[config.mk]
export PLATFORM = sky130hd
export DESIGN_NAME = pipelined_barrel_shifter
export DESIGN_NICKNAME = d
export VERILOG_FILES = /design/src/rtl/barrel_pkg.sv /design/src/rtl/barrel_stage.sv /design/src/rtl/pipelined_barrel_shifter.sv
export SDC_FILE = /design/constraint.sdc
export NUM_CORES = 1
export LEC_CHECK = 0
export ABC_CLOCK_PERIOD_IN_PS = 1670
export BUFFER_PORTS_ARGS = -buffer_cell sky130_fd_sc_hd__buf_2
export CORE_UTILIZATION = 45
export CTS_BUF_LIST = sky130_fd_sc_hd__clkbuf_4 sky130_fd_sc_hd__clkbuf_8
export DETAILED_ROUTE_END_ITERATION = 8
export PLACE_DENSITY = 0.72
export SKIP_LAST_GASP = 1
export SLEW_MARGIN = 5
export SYNTH_ARGS = -nofsm -noshare
export SYNTH_HDL_FRONTEND = slang
export SYNTH_SLANG_ARGS = --single-unit
[constraint.sdc]
create_clock -name clk -period 1.67 [get_ports clk]
set_input_delay 0.334 -clock clk [delete_from_list [all_inputs] [get_ports clk]]
set_output_delay 0.334 -clock clk [all_outputs]
set_load 0.02 [all_outputs]
[src/rtl/barrel_pkg.sv]
// Shared types for the pipelined barrel shifter.
// Operation encoding as seen on in_op.
package barrel_pkg;

    localparam int SHIFT_OP_W = 2;

    typedef enum logic [SHIFT_OP_W-1:0] {
        OP_SLL = 2'b00,
        OP_SRL = 2'b01,
        OP_SRA = 2'b10,
        OP_ROL = 2'b11
    } shift_op_t;

endpackage

[src/rtl/barrel_stage.sv]
// One elastic stage of the barrel shifter: shifts by 2^K when shift bit K
// is set, then registers the result behind a valid/ready slice.
module barrel_stage
    import barrel_pkg::*;
#(
    parameter int NBITS   = 8,
    parameter int NSHIFTS = 3,
    parameter int K       = 0
) (
    input  logic               clk,
    input  logic               rst_n,
    input  logic [NBITS-1:0]   in_data,
    input  logic [NSHIFTS-1:0] in_shift,
    input  shift_op_t          in_op,
`ifdef BARREL_CARRY_EN
    input  logic               in_carry,
    output logic               out_carry,
`endif
    input  logic               in_valid,
    input  logic               dn_ready,
    output logic [NBITS-1:0]   out_data,
    output logic [NSHIFTS-1:0] out_shift,
    output shift_op_t          out_op,
    output logic               out_valid
);

    localparam int SH = 1 << K;
    localparam int RA = SH % NBITS;

    logic [NBITS-1:0]   data_d, data_q;
    logic [NSHIFTS-1:0] shift_q;
    shift_op_t          op_q;
    logic               valid_q;
    logic               load;

    always_comb begin
        data_d = in_data;
        if (in_shift[K]) begin
            unique case (in_op)
                OP_SLL: data_d = in_data << SH;
                OP_SRL: data_d = in_data >> SH;
                OP_SRA: data_d = $signed(in_data) >>> SH;
                OP_ROL: data_d = (in_data << RA) | (in_data >> (NBITS - RA));
            endcase
        end
    end

    assign load = ~valid_q | dn_ready;

    always_ff @(posedge clk or negedge rst_n) begin
        if (!rst_n) begin
            valid_q <= 1'b0;
            data_q  <= '0;
            shift_q <= '0;
            op_q    <= OP_SLL;
        end else if (load) begin
            valid_q <= in_valid;
            if (in_valid) begin
                data_q  <= data_d;
                shift_q <= in_shift;
                op_q    <= in_op;
            end
        end
    end

`ifdef BARREL_CARRY_EN
    // Last bit out of a 2^K shift is the one sitting at the edge after 2^K-1.
    logic [NBITS-1:0] lsh, rsh, ash;
    logic             carry_d, carry_q;

    always_comb begin
        lsh     = in_data << (SH - 1);
        rsh     = in_data >> (SH - 1);
        ash     = $signed(in_data) >>> (SH - 1);
        carry_d = in_carry;
        if (in_shift[K]) begin
            unique case (in_op)
                OP_SLL: carry_d = lsh[NBITS-1];
                OP_SRL: carry_d = rsh[0];
                OP_SRA: carry_d = ash[0];
                OP_ROL: carry_d = (RA != 0) ? data_d[0] : in_carry;
            endcase
        end
    end

    always_ff @(posedge clk or negedge rst_n) begin
        if (!rst_n) begin
            carry_q <= 1'b0;
        end else if (load && in_valid) begin
            carry_q <= carry_d;
        end
    end

    assign out_carry = carry_q;
`endif

    assign out_data  = data_q;
    assign out_shift = shift_q;
    assign out_op    = op_q;
    assign out_valid = valid_q;

endmodule

[src/rtl/pipelined_barrel_shifter.sv]
// Elastic NSHIFTS-stage barrel shifter (SLL/SRL/SRA/ROL), one op per cycle.
// Define BARREL_CARRY_EN to add out_carry, the last bit shifted out.
module pipelined_barrel_shifter
    import barrel_pkg::*;
#(
    parameter int NBITS   = 8,
    parameter int NSHIFTS = 3
) (
    input  logic               clk,
    input  logic               rst_n,
    input  logic [NBITS-1:0]   in_data,
    input  logic [NSHIFTS-1:0] in_shift,
    input  logic [1:0]         in_op,
    input  logic               in_valid,
    output logic               in_ready,
    output logic [NBITS-1:0]   out_data,
    output logic               out_valid,
`ifdef BARREL_CARRY_EN
    output logic               out_carry,
`endif
    input  logic               out_ready
);

    logic [NBITS-1:0]   dat [NSHIFTS+1];
    logic [NSHIFTS-1:0] shf [NSHIFTS+1];
    shift_op_t          opc [NSHIFTS+1];
    logic [NSHIFTS:0]   vld;
    logic [NSHIFTS:0]   rdy;
`ifdef BARREL_CARRY_EN
    logic [NSHIFTS:0]   cry;
`endif
    logic               unused_tail;

    assign dat[0] = in_data;
    assign shf[0] = in_shift;
    assign opc[0] = shift_op_t'(in_op);
    assign vld[0] = in_valid;
`ifdef BARREL_CARRY_EN
    assign cry[0] = 1'b0;
`endif

    // Ready ripples back: a stage can load if empty or draining this cycle.
    always_comb begin
        rdy          = '0;
        rdy[NSHIFTS] = out_ready;
        for (int k = NSHIFTS - 1; k >= 0; k--) begin
            rdy[k] = ~vld[k+1] | rdy[k+1];
        end
    end

    for (genvar k = 0; k < NSHIFTS; k++) begin : g_stage
        barrel_stage #(
            .NBITS   (NBITS),
            .NSHIFTS (NSHIFTS),
            .K       (k)
        ) u_stage (
            .clk       (clk),
            .rst_n     (rst_n),
            .in_data   (dat[k]),
            .in_shift  (shf[k]),
            .in_op     (opc[k]),
`ifdef BARREL_CARRY_EN
            .in_carry  (cry[k]),
            .out_carry (cry[k+1]),
`endif
            .in_valid  (vld[k]),
            .dn_ready  (rdy[k+1]),
            .out_data  (dat[k+1]),
            .out_shift (shf[k+1]),
            .out_op    (opc[k+1]),
            .out_valid (vld[k+1])
        );
    end

    assign in_ready    = rdy[0];
    assign out_data    = dat[NSHIFTS];
    assign out_valid   = vld[NSHIFTS];
`ifdef BARREL_CARRY_EN
    assign out_carry   = cry[NSHIFTS];
`endif
    assign unused_tail = ^{shf[NSHIFTS], opc[NSHIFTS]};

endmodule

# Yosys cells after proc, flatten, opt, wreduce, memory -nomap -nowiden
# Cells that the tools add are included.
# op_classes
n_eq_ne	9
mux	6
bitwise	9
reduce_logical	6
# op_table
op	n
$pmux 8 s4	3
$mux 8	3
$eq 2x2->1 const B	6
$or 8x1->8	1
$or 8x2->8	1
$or 8x4->8	1
$eq 2x1->1 const B	3
$logic_not 2->1	3
$reduce_and 2->1	3
$not 1->1	3
$or 1x1->1	3
# totals
register_bits	37
inputBits	17

# Depth between registers and ports, before layout
# logic_depth
word_depth	5
mapped_depth	7
depth_no_buf	4

# Modules after synthesis
# Synthesis repeated with hierarchy kept, for this count alone.
# hier_totals
cells_unflattened	193
area_unflattened_um2	2224.6
# modules_own_cells
mod	instances	cells_each	area_each_um2
barrel_stage at g_stage[1].u_stage	1	70	783.3
barrel_stage at g_stage[0].u_stage	1	66	715.7
barrel_stage at g_stage[2].u_stage	1	54	703.2
pipelined_barrel_shifter	1	3	22.5

# Least setup slack after synthesis
# OpenSTA, ideal clock, no wires.
# synth_timing
kind	reg2reg
from	reg g_stage[2].u_stage.valid_q
to	reg g_stage[0].u_stage.op_q[0]
t_arrival_ps	1267
setup_slack_ps	278
path_stages_with_launch	6
path_buffers	1
period_less_slack_ps	1392
path_cell_list	dfrtp_1 > and4b_1 > buf_6 > inv_8 > nand2_4 > mux2_2
# synth_between
elab_chain_len	5
# synth_lines
element	line_no	source
start, declared	barrel_stage.sv:33	logic valid_q;
start signal, assigned	barrel_stage.sv:57	valid_q <= in_valid;
$not 1->1	pipelined_barrel_shifter.sv:47	rdy[k] = ~vld[k+1] | rdy[k+1];
$or 1x1->1 (2 in a row)	pipelined_barrel_shifter.sv:47	
$or 1x1->1	barrel_stage.sv:48	assign load = ~valid_q | dn_ready;
$reduce_and 2->1 (no source line)	n/a	
end signal, assigned	barrel_stage.sv:61	op_q <= in_op;
end, declared	barrel_stage.sv:32	shift_op_t op_q;
# Every way passes these cells.
# A chain may end at the register's enable or synchronous reset.

# Final worst setup path
# layout_timing
from	reg g_stage[1].u_stage.valid_q
to	out in_ready
# layout_between
elab_chain_len	3
# layout_lines
element	line_no	source
start, declared	barrel_stage.sv:33	
start signal, assigned	barrel_stage.sv:57	
$not 1->1	pipelined_barrel_shifter.sv:47	
$or 1x1->1 (2 in a row)	pipelined_barrel_shifter.sv:47	
end, declared	pipelined_barrel_shifter.sv:15	output logic in_ready,
# Every way passes these cells.

==> run_results.csv <==
group,metric,value,unit
worst_setup_path,crit_path_max_incr_delay,0.41,ns
cts,cts.clk_slew.worst_paths,0.06,ns
pwr,pwr_density_cell,1250,nW/um^2
synth,synth_edf_count,0,
cts,cts_tree,"built",
final_layout,regArea,852,um^2
floorplanning,fp.dieH,69.0,um
sta,setup_viol,0,
final_layout,fillers,416,
worst_setup_path,crit_buf_inv,2,
worst_setup_path,crit_path_cell_trace,"and4b_2 -> inv_8 -> buf_2",
routing,wire_per_inst,15.5,um
sta,finalHoldViolCount,0,
final_layout,multi_input_area,990,um^2
synth,syn-mean-instance-area,10.6,um^2
final_layout,area_growth,10.8,%
worst_setup_path,start_kind,"flop",
sta,clock_skew,0.00434,ns
floorplanning,start_util,46.8,%
floorplanning,pin_count,27,
worst_setup_path,cp_slowest_cell,"dfrtp_1",
sta,fmax,0.621,GHz
floorplanning,die-area,4770,um^2
global_route,grt_usage,18.6,%
final_layout,fin_cells,264,
routing,drt-total-wl,4090,um
global_route,first_global_vias,1490,
floorplanning,die-width,69.0,um
cts,cts-buffers-inserted,5,
synth,yosysUniqueCellTypes,39,
synth,ys_warn_count,0,
worst_setup_path,endpoint_kind,"output port",
placed_design,portBuffers,26,
worst_setup_path,cpLargestDelayFamily,"flip-flops",
synth,ys_seq_elements,34,
hold_path,hold_path_class,"primary input to flop",
placed_design,place_hpwl,3070,um
final_layout,drive_gt1_share,30.7,%
sta,period_minus_slack,1.61,ns
sta,worst_pin_slew,0.475,ns
pwr,p_leak,1.00,nW
final_layout,layout_commonest_cell,"dfrtp_1",
routing,first_iter_violations,49,
cts,cts_max_path_buffers,2,
routing,vias,1516,
sta,hold_ws,0.288,ns
worst_setup_path,path_class,"flop to output port",
synth,synth_area,2020,um^2
sta,slew_violations,0,
routing,drtAntennaViolNets,0,
pwr,ir_worst_vdd,0.427,mV
synth,yosysSeqAreaShare,42.1,%
synth,syn_nets,207,
global_route,grt_pass1_wl,7100,um
worst_setup_path,worstPathRequired,1.34,ns
global_route,antenna_found_initial,0,
final_layout,layout_common_cells,"dfrtp_1 (33), buf_2 (26), mux2i_1 (14)",
worst_setup_path,crit_fanout,11,
outcome,status,"finished, final reports clean",
synth,syn_inst,190,
worst_setup_path,cp_data_arrival_time,1.28,ns
global_route,grt.overflow.total,0,
synth,ys.flop_type,"dfrtp_1",
cts,clock_sinks,34,
placed_design,gp_congestion,0.837,
cts,cts_root_buf,"clkbuf_8",
floorplanning,coreArea,4320,um^2
routing,viasPerCell,5.74,
global_route,grt_max_degree,21,
cts,insertion_delay,0.28,ns
placed_design,place_inst,253,
synth,async_reset_ff_share,100,%
sta,fin_crit_sh,96.5,%
routing,drc,0,
routing,first_pass_iters,4,
final_layout,nets,228,
floorplanning,std_cell_rows,24,
run,maxCapViolCount,0,
cts,htreeDepth,2,
sta,slew_headroom,68.2,%
final_layout,diodes,0,
==> state kept, by name (all words and copies together) (netlist names) <==
register / count
g_stage.u_stage.out_data: 24
g_stage.u_stage.out_op: 4
g_stage.u_stage.out_shift: 3
g_stage.u_stage.out_valid: 3
==> kinds of logic (layout without fill, tap and decap cells) <==
kind of cell / count (synthesis) / in the layout / share of synthesized area, %
muxes: 24 / 24 / 12.5
buffers and inverters: 29 / 51 / 9.03
DFF: 34 / 34 / 42.1
and+or+nand+nor: 38 / 38 / 11.6
xor gates and xnor gates: 3 / 3 / 2.04
AOI/OAI and AO/OA: 62 / 62 / 22.7
==> metrics by stage <==
step | util [%] | area [um^2] | setup slack (ns) | power, W | TNS (ns)
after global routing | 51.8 | 2240 | -0.000495 | 0.00297 | -0.000495
after detailed placement | 49.0 | 2120 | 0.178 | 0.00216 | 0
final | 51.8 | 2240 | 0.0593 | 0.00279 | 0
after floorplan | - | 2020 | 0.278 | 0.00202 | 0
after global placement | 49.0 | 2120 | 0.203 | 0.00214 | 0
after CTS | 51.4 | 2220 | 0.0158 | 0.00282 | 0
==> report_power, final <==
part           switching [W]  leakage [nW]  internal, W  total, W
registers           0.000233         0.406      0.00104   0.00127
logic               0.000473         0.545     0.000414  0.000886
clock network       0.000283        0.0517     0.000348  0.000632
==> final cells by class <==
type                            count  share of cell area, %
Sequential cell                    34                   38.0
Clock inverter                      1                  0.223
Multi-Input combinational cell    127                   44.2
Tap cell                           52                   2.91
Inverter                            8                   1.68
Timing Repair Buffer               35                   8.94
Clock buffer                        7                   4.02
==> synth_stat cells, types with 5 or more instances <==
| cell | instances | share of area, % |
|---|---|---|
| clkbuf_1 | 6 | 1.1 |
| o21ai_0 | 13 | 3.2 |
| dfrtp_1 | 34 | 42 |
| nand2_1 | 5 | 0.93 |
| nand3_1 | 5 | 1.2 |
| inv_1 | 7 | 1.3 |
| a21oi_1 | 9 | 2.2 |
| mux2_2 | 10 | 5.6 |
| o211ai_2 | 6 | 3.7 |
| o211ai_1 | 10 | 3.7 |
| buf_4 | 8 | 3.0 |
| nand4_1 | 11 | 3.4 |
| mux2i_1 | 14 | 6.9 |
==> path summary, 6_finish.rpt <==
kind                                                                  from                                     endpoint  slack (ns)  cells past startpoint
worst max-delay path              g_stage[1].u_stage.out_valid$_DFFE_PN0P_                                     in_ready        0.06                      3
worst min-delay path                                           in_shift[1]  g_stage[0].u_stage.out_shift[1]$_DFFE_PN0P_        0.29                      2
worst max register to register    g_stage[1].u_stage.out_valid$_DFFE_PN0P_   g_stage[0].u_stage.out_data[1]$_DFFE_PN0P_        0.18                      5
worst min register to register  g_stage[2].u_stage.out_data[5]$_DFFE_PN0P_   g_stage[2].u_stage.out_data[5]$_DFFE_PN0P_        0.48                      1
max in group asynchronous                                            rst_n     g_stage[0].u_stage.out_valid$_DFFE_PN0P_        0.66                      3
min in group asynchronous                                            rst_n   g_stage[2].u_stage.out_data[7]$_DFFE_PN0P_        0.52                      2
==> layer usage <==
layer	GRT usage (%)	vias to the layer above	wire [um]
met1	22.3	710	1830
li1	-	753	-
met2	31.7	45	1990
met5	0	-	0
met3	4.97	8	183
met4	7.26	0	81
==> timing repair <==
item | in CTS | in global routing
hold buffers | 1 | 0
endpoints found under the hold margin | 17 | 0
setup buffers | 0 | 2
pin swaps | 1 | 0
setup endpoints to repair | 1 | 1
resized for setup | 2 | 0
Power figures use the tool's default switching activity.
